`config.mk`:
```
export PLATFORM = sky130hd
export DESIGN_NAME = phy_lane_scheduler
export DESIGN_NICKNAME = d
export VERILOG_FILES = /design/src/rtl/phy_lane_scheduler.sv
export SDC_FILE = /design/constraint.sdc
export NUM_CORES = 1
export LEC_CHECK = 0
export BUFFER_PORTS_ARGS = -buffer_cell sky130_fd_sc_hd__buf_2
export CAP_MARGIN = 30
export CORE_UTILIZATION = 45
export CTS_CLUSTER_DIAMETER = 40
export DETAILED_ROUTE_END_ITERATION = 6
export GPL_ROUTABILITY_DRIVEN = 0
export GPL_TIMING_DRIVEN = 0
export PLACE_DENSITY = 0.75
export SLEW_MARGIN = 20
export SYNTH_ARGS = -nofsm -noshare
export SYNTH_HDL_FRONTEND = slang
export SYNTH_SLANG_ARGS = --single-unit
```
`constraint.sdc`:
```
create_clock -name clk_4f -period 3.3 [get_ports clk_4f]
set_input_delay 0.33 -clock clk_4f [delete_from_list [all_inputs] [get_ports clk_4f]]
set_output_delay 0.33 -clock clk_4f [all_outputs]
set_load 0.02 [all_outputs]
```
`src/rtl/phy_lane_scheduler.sv`:
```
// PHY transmit front-end: four per-lane byte FIFOs, link bring-up (comma training),
// and round-robin sharing of the single PHY byte channel under PHY back-pressure.
module phy_lane_scheduler #(
   parameter int         FIFO_DEPTH  = 4,
   parameter int         AFULL_TH    = 3,
   parameter int         INIT_CYCLES = 8,
   parameter logic [7:0] COMMA       = 8'hBC,
   parameter logic [7:0] IDLE_SYM    = 8'h7C
) (
   input  logic       clk_4f,
   input  logic       reset,
   input  logic       enable,
   input  logic [7:0] dataIn0,
   input  logic [7:0] dataIn1,
   input  logic [7:0] dataIn2,
   input  logic [7:0] dataIn3,
   input  logic       validIn0,
   input  logic       validIn1,
   input  logic       validIn2,
   input  logic       validIn3,
   input  logic       readyIn,
   output logic       almostFull0,
   output logic       almostFull1,
   output logic       almostFull2,
   output logic       almostFull3,
   output logic       overflow0,
   output logic       overflow1,
   output logic       overflow2,
   output logic       overflow3,
   output logic [7:0] dataOut,
   output logic       validOut,
   output logic [1:0] laneOut,
   output logic       linkActive,
   output logic [1:0] state
);

   localparam int AW = $clog2(FIFO_DEPTH);
   localparam int CW = AW + 1;
   localparam int IW = $clog2(INIT_CYCLES) + 1;

   typedef enum logic [1:0] {
      S_IDLE   = 2'b00,
      S_INIT   = 2'b01,
      S_ACTIVE = 2'b10
   } state_t;

   logic [7:0]    w_din [4];
   logic [3:0]    w_vin;
   logic [3:0]    w_push;
   logic [3:0]    w_full;
   logic [3:0]    w_nonempty;
   logic [3:0]    w_pop;

   logic [7:0]    r_mem [4][FIFO_DEPTH];
   logic [AW-1:0] r_wptr [4];
   logic [AW-1:0] r_rptr [4];
   logic [CW-1:0] r_cnt [4];
   logic [3:0]    r_ovf;

   state_t        r_state, w_state_nxt;
   logic [IW-1:0] r_initCnt, w_initCnt_nxt;
   logic [1:0]    r_last, w_last_nxt;
   logic [7:0]    r_dout, w_dout_nxt;
   logic          r_vout, w_vout_nxt;
   logic [1:0]    r_lane, w_lane_nxt;
   logic          r_link;

   logic          w_gnt_found;
   logic [1:0]    w_gnt_lane;
   logic [1:0]    w_cand;

   assign w_din[0] = dataIn0;
   assign w_din[1] = dataIn1;
   assign w_din[2] = dataIn2;
   assign w_din[3] = dataIn3;
   assign w_vin    = {validIn3, validIn2, validIn1, validIn0};

   always_comb begin
      for (int i = 0; i < 4; i++) begin
         w_full[i]     = (r_cnt[i] == CW'(FIFO_DEPTH));
         w_nonempty[i] = (r_cnt[i] != '0);
         w_push[i]     = w_vin[i] && !w_full[i];
      end
   end

   // Search starts one past the last grant, so lane r_last itself is checked last.
   always_comb begin
      w_gnt_found = 1'b0;
      w_gnt_lane  = r_last;
      w_cand      = r_last;
      for (int k = 1; k <= 4; k++) begin
         w_cand = r_last + 2'(k);
         if (!w_gnt_found && w_nonempty[w_cand]) begin
            w_gnt_found = 1'b1;
            w_gnt_lane  = w_cand;
         end
      end
   end

   always_comb begin
      w_state_nxt   = r_state;
      w_initCnt_nxt = r_initCnt;
      w_dout_nxt    = IDLE_SYM;
      w_vout_nxt    = 1'b0;
      w_lane_nxt    = r_lane;
      w_last_nxt    = r_last;
      w_pop         = 4'b0000;
      if (!enable) begin
         w_state_nxt   = S_IDLE;
         w_initCnt_nxt = '0;
      end else begin
         case (r_state)
            S_IDLE: begin
               w_state_nxt   = S_INIT;
               w_initCnt_nxt = '0;
               w_dout_nxt    = COMMA;
            end
            S_INIT: begin
               if (r_initCnt == IW'(INIT_CYCLES - 1)) begin
                  w_state_nxt = S_ACTIVE;
               end else begin
                  w_initCnt_nxt = r_initCnt + IW'(1);
                  w_dout_nxt    = COMMA;
               end
            end
            S_ACTIVE: begin
               if (readyIn && w_gnt_found) begin
                  w_pop[w_gnt_lane] = 1'b1;
                  w_dout_nxt        = r_mem[w_gnt_lane][r_rptr[w_gnt_lane]];
                  w_vout_nxt        = 1'b1;
                  w_lane_nxt        = w_gnt_lane;
                  w_last_nxt        = w_gnt_lane;
               end
            end
            default: w_state_nxt = S_IDLE;
         endcase
      end
   end

   always_ff @(posedge clk_4f or negedge reset) begin
      if (!reset) begin
         r_state   <= S_IDLE;
         r_initCnt <= '0;
         r_last    <= 2'd3;
         r_dout    <= 8'h00;
         r_vout    <= 1'b0;
         r_lane    <= 2'd0;
         r_link    <= 1'b0;
      end else begin
         r_state   <= w_state_nxt;
         r_initCnt <= w_initCnt_nxt;
         r_last    <= w_last_nxt;
         r_dout    <= w_dout_nxt;
         r_vout    <= w_vout_nxt;
         r_lane    <= w_lane_nxt;
         r_link    <= (w_state_nxt == S_ACTIVE);
      end
   end

   // A full lane drops the write even when it is popped in the same cycle.
   always_ff @(posedge clk_4f or negedge reset) begin
      if (!reset) begin
         for (int i = 0; i < 4; i++) begin
            r_wptr[i] <= '0;
            r_rptr[i] <= '0;
            r_cnt[i]  <= '0;
         end
         r_ovf <= 4'b0000;
      end else begin
         for (int i = 0; i < 4; i++) begin
            r_ovf[i] <= w_vin[i] && w_full[i];
            if (w_push[i]) r_wptr[i] <= r_wptr[i] + AW'(1);
            if (w_pop[i])  r_rptr[i] <= r_rptr[i] + AW'(1);
            case ({w_push[i], w_pop[i]})
               2'b10:   r_cnt[i] <= r_cnt[i] + CW'(1);
               2'b01:   r_cnt[i] <= r_cnt[i] - CW'(1);
               default: r_cnt[i] <= r_cnt[i];
            endcase
         end
      end
   end

   always_ff @(posedge clk_4f) begin
      for (int i = 0; i < 4; i++) begin
         if (w_push[i]) r_mem[i][r_wptr[i]] <= w_din[i];
      end
   end

   assign almostFull0 = (r_cnt[0] >= CW'(AFULL_TH));
   assign almostFull1 = (r_cnt[1] >= CW'(AFULL_TH));
   assign almostFull2 = (r_cnt[2] >= CW'(AFULL_TH));
   assign almostFull3 = (r_cnt[3] >= CW'(AFULL_TH));
   assign overflow0   = r_ovf[0];
   assign overflow1   = r_ovf[1];
   assign overflow2   = r_ovf[2];
   assign overflow3   = r_ovf[3];
   assign dataOut     = r_dout;
   assign validOut    = r_vout;
   assign laneOut     = r_lane;
   assign linkActive  = r_link;
   assign state       = r_state;

endmodule

```
==> results of run 1 <==
-- power by group through the flow --
stage	logic (mW)	registers (mW)	clock network (mW)
after floorplan	1.54	3.15	0
after global placement	2.05	3.17	0
after detailed placement	2.14	3.20	0
after CTS	2.19	3.16	2.02
after global routing	2.57	3.20	2.12
final	2.36	3.15	2.02
-- synthesized netlist by cell type, drive strengths merged (5+ instances only) --
cell | instances | area, µm²
edfxtp | 128 | 3840
nand2 | 18 | 67.6
nor2 | 14 | 52.6
and2 | 20 | 125
xnor2 | 12 | 105
mux2i | 95 | 951
mux2 | 16 | 184
xor2 | 12 | 105
ha | 21 | 263
inv | 26 | 97.6
o21ai | 12 | 60.1
dfrtp | 50 | 1250
a21o | 6 | 45.0
and3 | 6 | 37.5
o211ai | 5 | 42.5
buf | 14 | 103
-- per-layer routing --
layer | track usage, % | wire, µm | vias up
li1 | - | - | 2063
met1 | 25.6 | 7530 | 2236
met2 | 31.0 | 7810 | 110
met3 | 3.97 | 703 | 26
met4 | 7.58 | 334 | 0
met5 | 0 | 0 | -
-- metrics by stage --
step,area (µm²),std cells,utilization [%]
after global routing,9250,842,55.2
final,9250,843,55.2
after CTS,9060,825,54.0
after floorplan,7830,510,-
after global placement,8410,791,50.2
after detailed placement,8410,791,50.2
-- timing repair --
action | in CTS | in global routing
endpoints found under the hold margin | 50 | 0
pin swaps | 1 | 2
setup buffers | 2 | 17
setup endpoints to repair | 7 | 8
resized for setup | 11 | 18
hold buffers | 1 | 0
-- critical path, cell delays in order (launching register included) --
cell and delay (ns):
dfstp_2 0.52, clkbuf_1 0.29, mux2i_1 0.26, o211ai_2 0.10
buf_6 0.16, buf_12 0.15, clkbuf_4 0.25, nor3_4 0.27
ha_1 0.23, inv_1 0.06, fa_1 0.37, xor2_1 0.15
nor2_1 0.11, xor2_1 0.16
-- layout make-up --
| type | instances | area share [%] |
|---|---|---|
| Clock buffer | 19 | 4.79 |
| Buffer | 17 | 1.79 |
| Clock inverter | 13 | 1.62 |
| Tap cell | 220 | 2.98 |
| Antenna cell | 1 | 0.0271 |
| Inverter | 26 | 1.06 |
| Timing Repair Buffer | 81 | 4.98 |
| Multi-Input combinational cell | 286 | 27.1 |
| Sequential cell | 180 | 55.7 |
-- flip-flops by register name (all words and copies together), names as in the netlist --
name,cells
validOut,1
r_last,2
state,2
dataOut,8
r_wptr,8
r_cnt,12
r_mem,128
r_ovf,4
r_initCnt,4
linkActive,1
laneOut,2
r_rptr,8
-- cell families (layout without fill, tap and decap cells) --
logic type | after synthesis | after routing
simple gates | 77 | 77
flops | 180 | 180
buf+inv | 44 | 156
fa+ha+maj | 25 | 25
other cells | 0 | 1
mux | 111 | 111
compound gates | 49 | 49
xor+xnor | 24 | 24
-- path summary, 6_finish.rpt --
path	startpoint	to	slack, ns	depth (start not counted)
setup / recovery	r_last[1]	r_cnt[11]	0.14	13
hold / removal	dataIn1[5]	r_mem[1][13]	0.12	1
setup reg to reg	r_last[1]	r_cnt[11]	0.14	13
hold reg to reg	r_rptr[1]	r_rptr[1]	0.47	1
max in group asynchronous	reset	r_cnt[5]	2.30	2
min in group asynchronous	reset	r_ovf[2]	0.49	2
==> qor.csv, run 1 <==
metric;value;unit
post-synthesis cell count;510;
synth unique cells;50;
TritonCTS clock tree;built;
CTS root buffer;clkbuf_16;
Chip Width;134;µm
final hold vios;0;
Max-Cap Viols;0;
sequential element share of the synthesized area;65.8;%
Syn. warnings;0;
Top Ports;62;
Hold Crit Class;input port to flip-flop;
status;completed;
switching pwr;2.43;mW
Final period util;95.7;%
sequential power share;41.9;%
Clock Latency Late Sink;0.43;ns
syn avg cell area;15.3;µm²
simple-gate area share of the yosys netlist;5.28;%
Nets;674;
Sink Count;180;
xor/xnor share of the synthesized area;2.69;%
vias in the first global route;4659;
clk_skew;0.0109;ns
fraction of registers with async set/reset;28.9;%
Worst-path clk slew;0.07;ns
RSZ-0062 raised after global routing;yes;
multiplexer share of the synthesized area;14.5;%
internal power;5.11;mW
first-pass GRT wire length;25300;µm
full die area;17900;µm²
Crit Path Max Fanout;10;
vias per cell;5.26;
Comb power frac;31.4;%
Worst Tran Pin Value;0.705;ns
die height;134;µm
H-tree Lvls;4;
layout cell share with drive strength beyond 1;24.9;%
most common cell after layout, fill and taps aside;edfxtp_1;
drt drc;0;
pwr dens;815;nW/µm²
GR Util All Layers;19.2;%
Worst setup EP type;flip-flop;
Sequential Area;5150;µm²
Port Buffers;61;
Place WS;-0.430;ns
core region area;16800;µm²
switch share;32.2;%
Tmin final;3.16;ns
Crit Path Class;flip-flop to flip-flop;
compound-gate portion of the synthesized area;4.62;%
Final setup violation count;0;
Setup TNS;0;ns
post-route setup slack;0.142;ns
Detail Route Antenna Nets;0;
Clock power frac;26.7;%
total wire length after detailed routing;16400;µm
number of flops mapped to enable cells by yosys;128;
Peak VDD IR;0.000440;V
crit path launch type;flip-flop;
Final Max Slew Viols;0;
Area growth, synth to finish;18.2;%
Rel. slew slack;53.0;%
DPL Wire Length;11600;µm
first-pass detailed-route iteration total;5;
Post-Syn Area;7830;µm²
cts bufs inserted;17;
fmax;317;MHz
number of synthesized register bits;180;
fraction of the mapped netlist area in adder cells;4.38;%
Iteration-0 DRC Markers;394;
Leakage;3.96;nW
largest net degree at the start of global routing;53;
syn nets;575;
main flop type after synthesis;edfxtp_1;
Req. time, crit path;3.65;ns
drt wl/cell;19.4;µm
Starting Density;46.7;%
most frequent cells in the layout;edfxtp_1 (128), mux2i_1 (95), buf_2 (61);
initial antenna violation count;1;
DR vias;4435;
CTS max path bufs;2;
Crit path arrival time;3.51;ns
Power, Total;7.53;mW
fill count;1292;
gr ovfl total;0;
hold_ws;0.117;ns
largest family of logic cells by synthesized area;multiplexers;
Multi-input gate area;2500;µm²
Std-Cell Rows;47;
Note: power is estimated with default switching activity, not from simulation.
==> run 2: changes to the inputs <==
--- a/config.mk
+++ b/config.mk
@@ -6,13 +6,14 @@
 export NUM_CORES = 1
 export LEC_CHECK = 0
 export BUFFER_PORTS_ARGS = -buffer_cell sky130_fd_sc_hd__buf_2
-export CAP_MARGIN = 30
+export CAP_MARGIN = 15
 export CORE_UTILIZATION = 45
 export CTS_CLUSTER_DIAMETER = 40
 export DETAILED_ROUTE_END_ITERATION = 6
 export GPL_ROUTABILITY_DRIVEN = 0
 export GPL_TIMING_DRIVEN = 0
 export PLACE_DENSITY = 0.75
+export REMOVE_ABC_BUFFERS = 1
 export SLEW_MARGIN = 20
 export SYNTH_ARGS = -nofsm -noshare
 export SYNTH_HDL_FRONTEND = slang
==> run 2 against run 1 <==
Maximum frequency decreased by 0.41%. Via count decreased by 5.3%. First-iteration DRC count decreased by 29%. Flip-flop and latch count unchanged. Sequential share of layout area increased by 0.85 points. Power decreased by 1.8%. Critical path type unchanged.
==> qor.csv, run 2 (same netlist as run 1, synthesis figures left out) <==
metric;value;unit
status;completed;
largest net degree at the start of global routing;53;
Crit Path Max Fanout;18;
RSZ-0062 raised after global routing;no;
Port Buffers;61;
Final Cell Area;9100;µm²
Sink Count;180;
hold_ws;0.116;ns
Worst-path clk slew;0.06;ns
Worst Tran Pin Value;0.674;ns
Hold Crit Class;input port to flip-flop;
critical-path cell list;or3_4 -> or3b_1 -> o211ai_4 -> buf_16 -> nor3b_4 -> ha_1 -> inv_1 -> fa_1 -> xor2_1 -> nor2_1 -> xor2_1;
Max-Cap Viols;0;
Iteration-0 DRC Markers;278;
Top Ports;62;
max FFs per register;128;
pwr dens;813;nW/µm²
Starting Density;46.7;%
Placed Area;8450;µm²
drt drc;0;
fill count;1361;
Rel. slew slack;55.1;%
post-route setup slack;0.129;ns
most common cell after layout, fill and taps aside;edfxtp_1;
Crit Path Class;flip-flop to flip-flop;
drt wl/cell;18.7;µm
GR Util All Layers;18.4;%
DPL Wire Length;10800;µm
Multi-input gate area;2500;µm²
Final setup violation count;0;
gr ovfl total;0;
vias per cell;5.15;
clk_skew;0.00820;ns
most frequent cells in the layout;edfxtp_1 (128), mux2i_1 (95), buf_2 (60);
Max stage delay cell, worst path;dfrtp_1;
cell repeated most along the worst path;xor2_1;
Area growth, synth to finish;16.3;%
initial antenna violation count;1;
Leakage;3.89;nW
total wire length after detailed routing;15300;µm
cts bufs inserted;17;
Peak VDD IR;0.000502;V
layout cell share with drive strength beyond 1;20.2;%
Worst setup EP type;flip-flop;
Nets;647;
fin util;54.3;%
first-pass GRT wire length;24100;µm
final hold vios;0;
Detail Route Antenna Nets;0;
core region area;16800;µm²
Place WS;-0.0118;ns
fmax;315;MHz
DR vias;4201;
CTS max path bufs;2;
Std-Cell Rows;47;
Final Max Slew Viols;0;
dpl cells;780;
Chip Width;134;µm
full die area;17900;µm²
TritonCTS clock tree;built;
vias in the first global route;4517;
crit path launch type;flip-flop;
H-tree Lvls;4;
Req. time, crit path;3.61;ns
critical path's largest stage delay;0.45;ns
Sequential Area;5150;µm²
first-pass detailed-route iteration total;4;
Tmin final;3.17;ns
Crit path arrival time;3.48;ns
Final period util;96.1;%
die height;134;µm
final std cells w/o fill;816;
CTS root buffer;clkbuf_16;
R2R setup slack;0.13;ns
Clock Latency Late Sink;0.43;ns
==> run 2: repair_timing <==
item,4_1_cts,5_1_grt
hold buffers,1,0
setup buffers,0,2
resized for setup,1,4
setup endpoints to repair,1,4
hold endpoints to repair,50,0
==> run 2: metal layers <==
layer / vias to the layer above / GRT usage (%) / share of wire [%]
met5: - / 0 / 0.052
met4: 2 / 5.30 / 0.59
li1: 2019 / - / -
met1: 2086 / 22.3 / 41
met3: 7 / 5.56 / 5.1
met2: 87 / 31.8 / 53
==> run 2: layout make-up <==
type	instances	area share [%]
Multi-Input combinational cell	286	27.5
Clock inverter	8	1.39
Tap cell	220	3.02
Inverter	26	1.07
Timing Repair Buffer	71	5.28
Sequential cell	180	56.5
Clock buffer	24	5.18
Antenna cell	1	0.0275
==> run 2: final timing paths <==
kind	to	depth (start not counted)	startpoint
min in group asynchronous	r_wptr[2]	2	reset
min reg2reg	r_rptr[1]	1	r_rptr[1]
max	r_cnt[8]	11	r_cnt[5]
max reg2reg	r_cnt[8]	11	r_cnt[5]
max in group asynchronous	r_rptr[2]	2	reset
min	r_mem[2][15]	1	dataIn2[7]
==> run 2: where the power goes <==
part / total [mW] / internal (mW) / switching [mW]
clock: 2.04 / 1.23 / 0.811
sequential: 3.16 / 2.93 / 0.233
combinational: 2.20 / 0.965 / 1.23
==> run 2: through the flow <==
step | TNS (ns) | power, mW
2_1_floorplan | -33.34 | 4.72
3_3_place_gp | -62.03 | 5.22
3_5_place_dp | -0.0118 | 5.40
4_1_cts | 0 | 7.46
5_1_grt | 0 | 7.81
6_report | 0 | 7.40
==> run 2: critical path, delay by kind of cell (launching register included) <==
family          cells  cell delay [ns]
flops               1             0.45
simple gates        4             1.20
buf+inv             2             0.30
compound gates      1             0.19
xor+xnor            2             0.32
fa+ha+maj           2             0.61
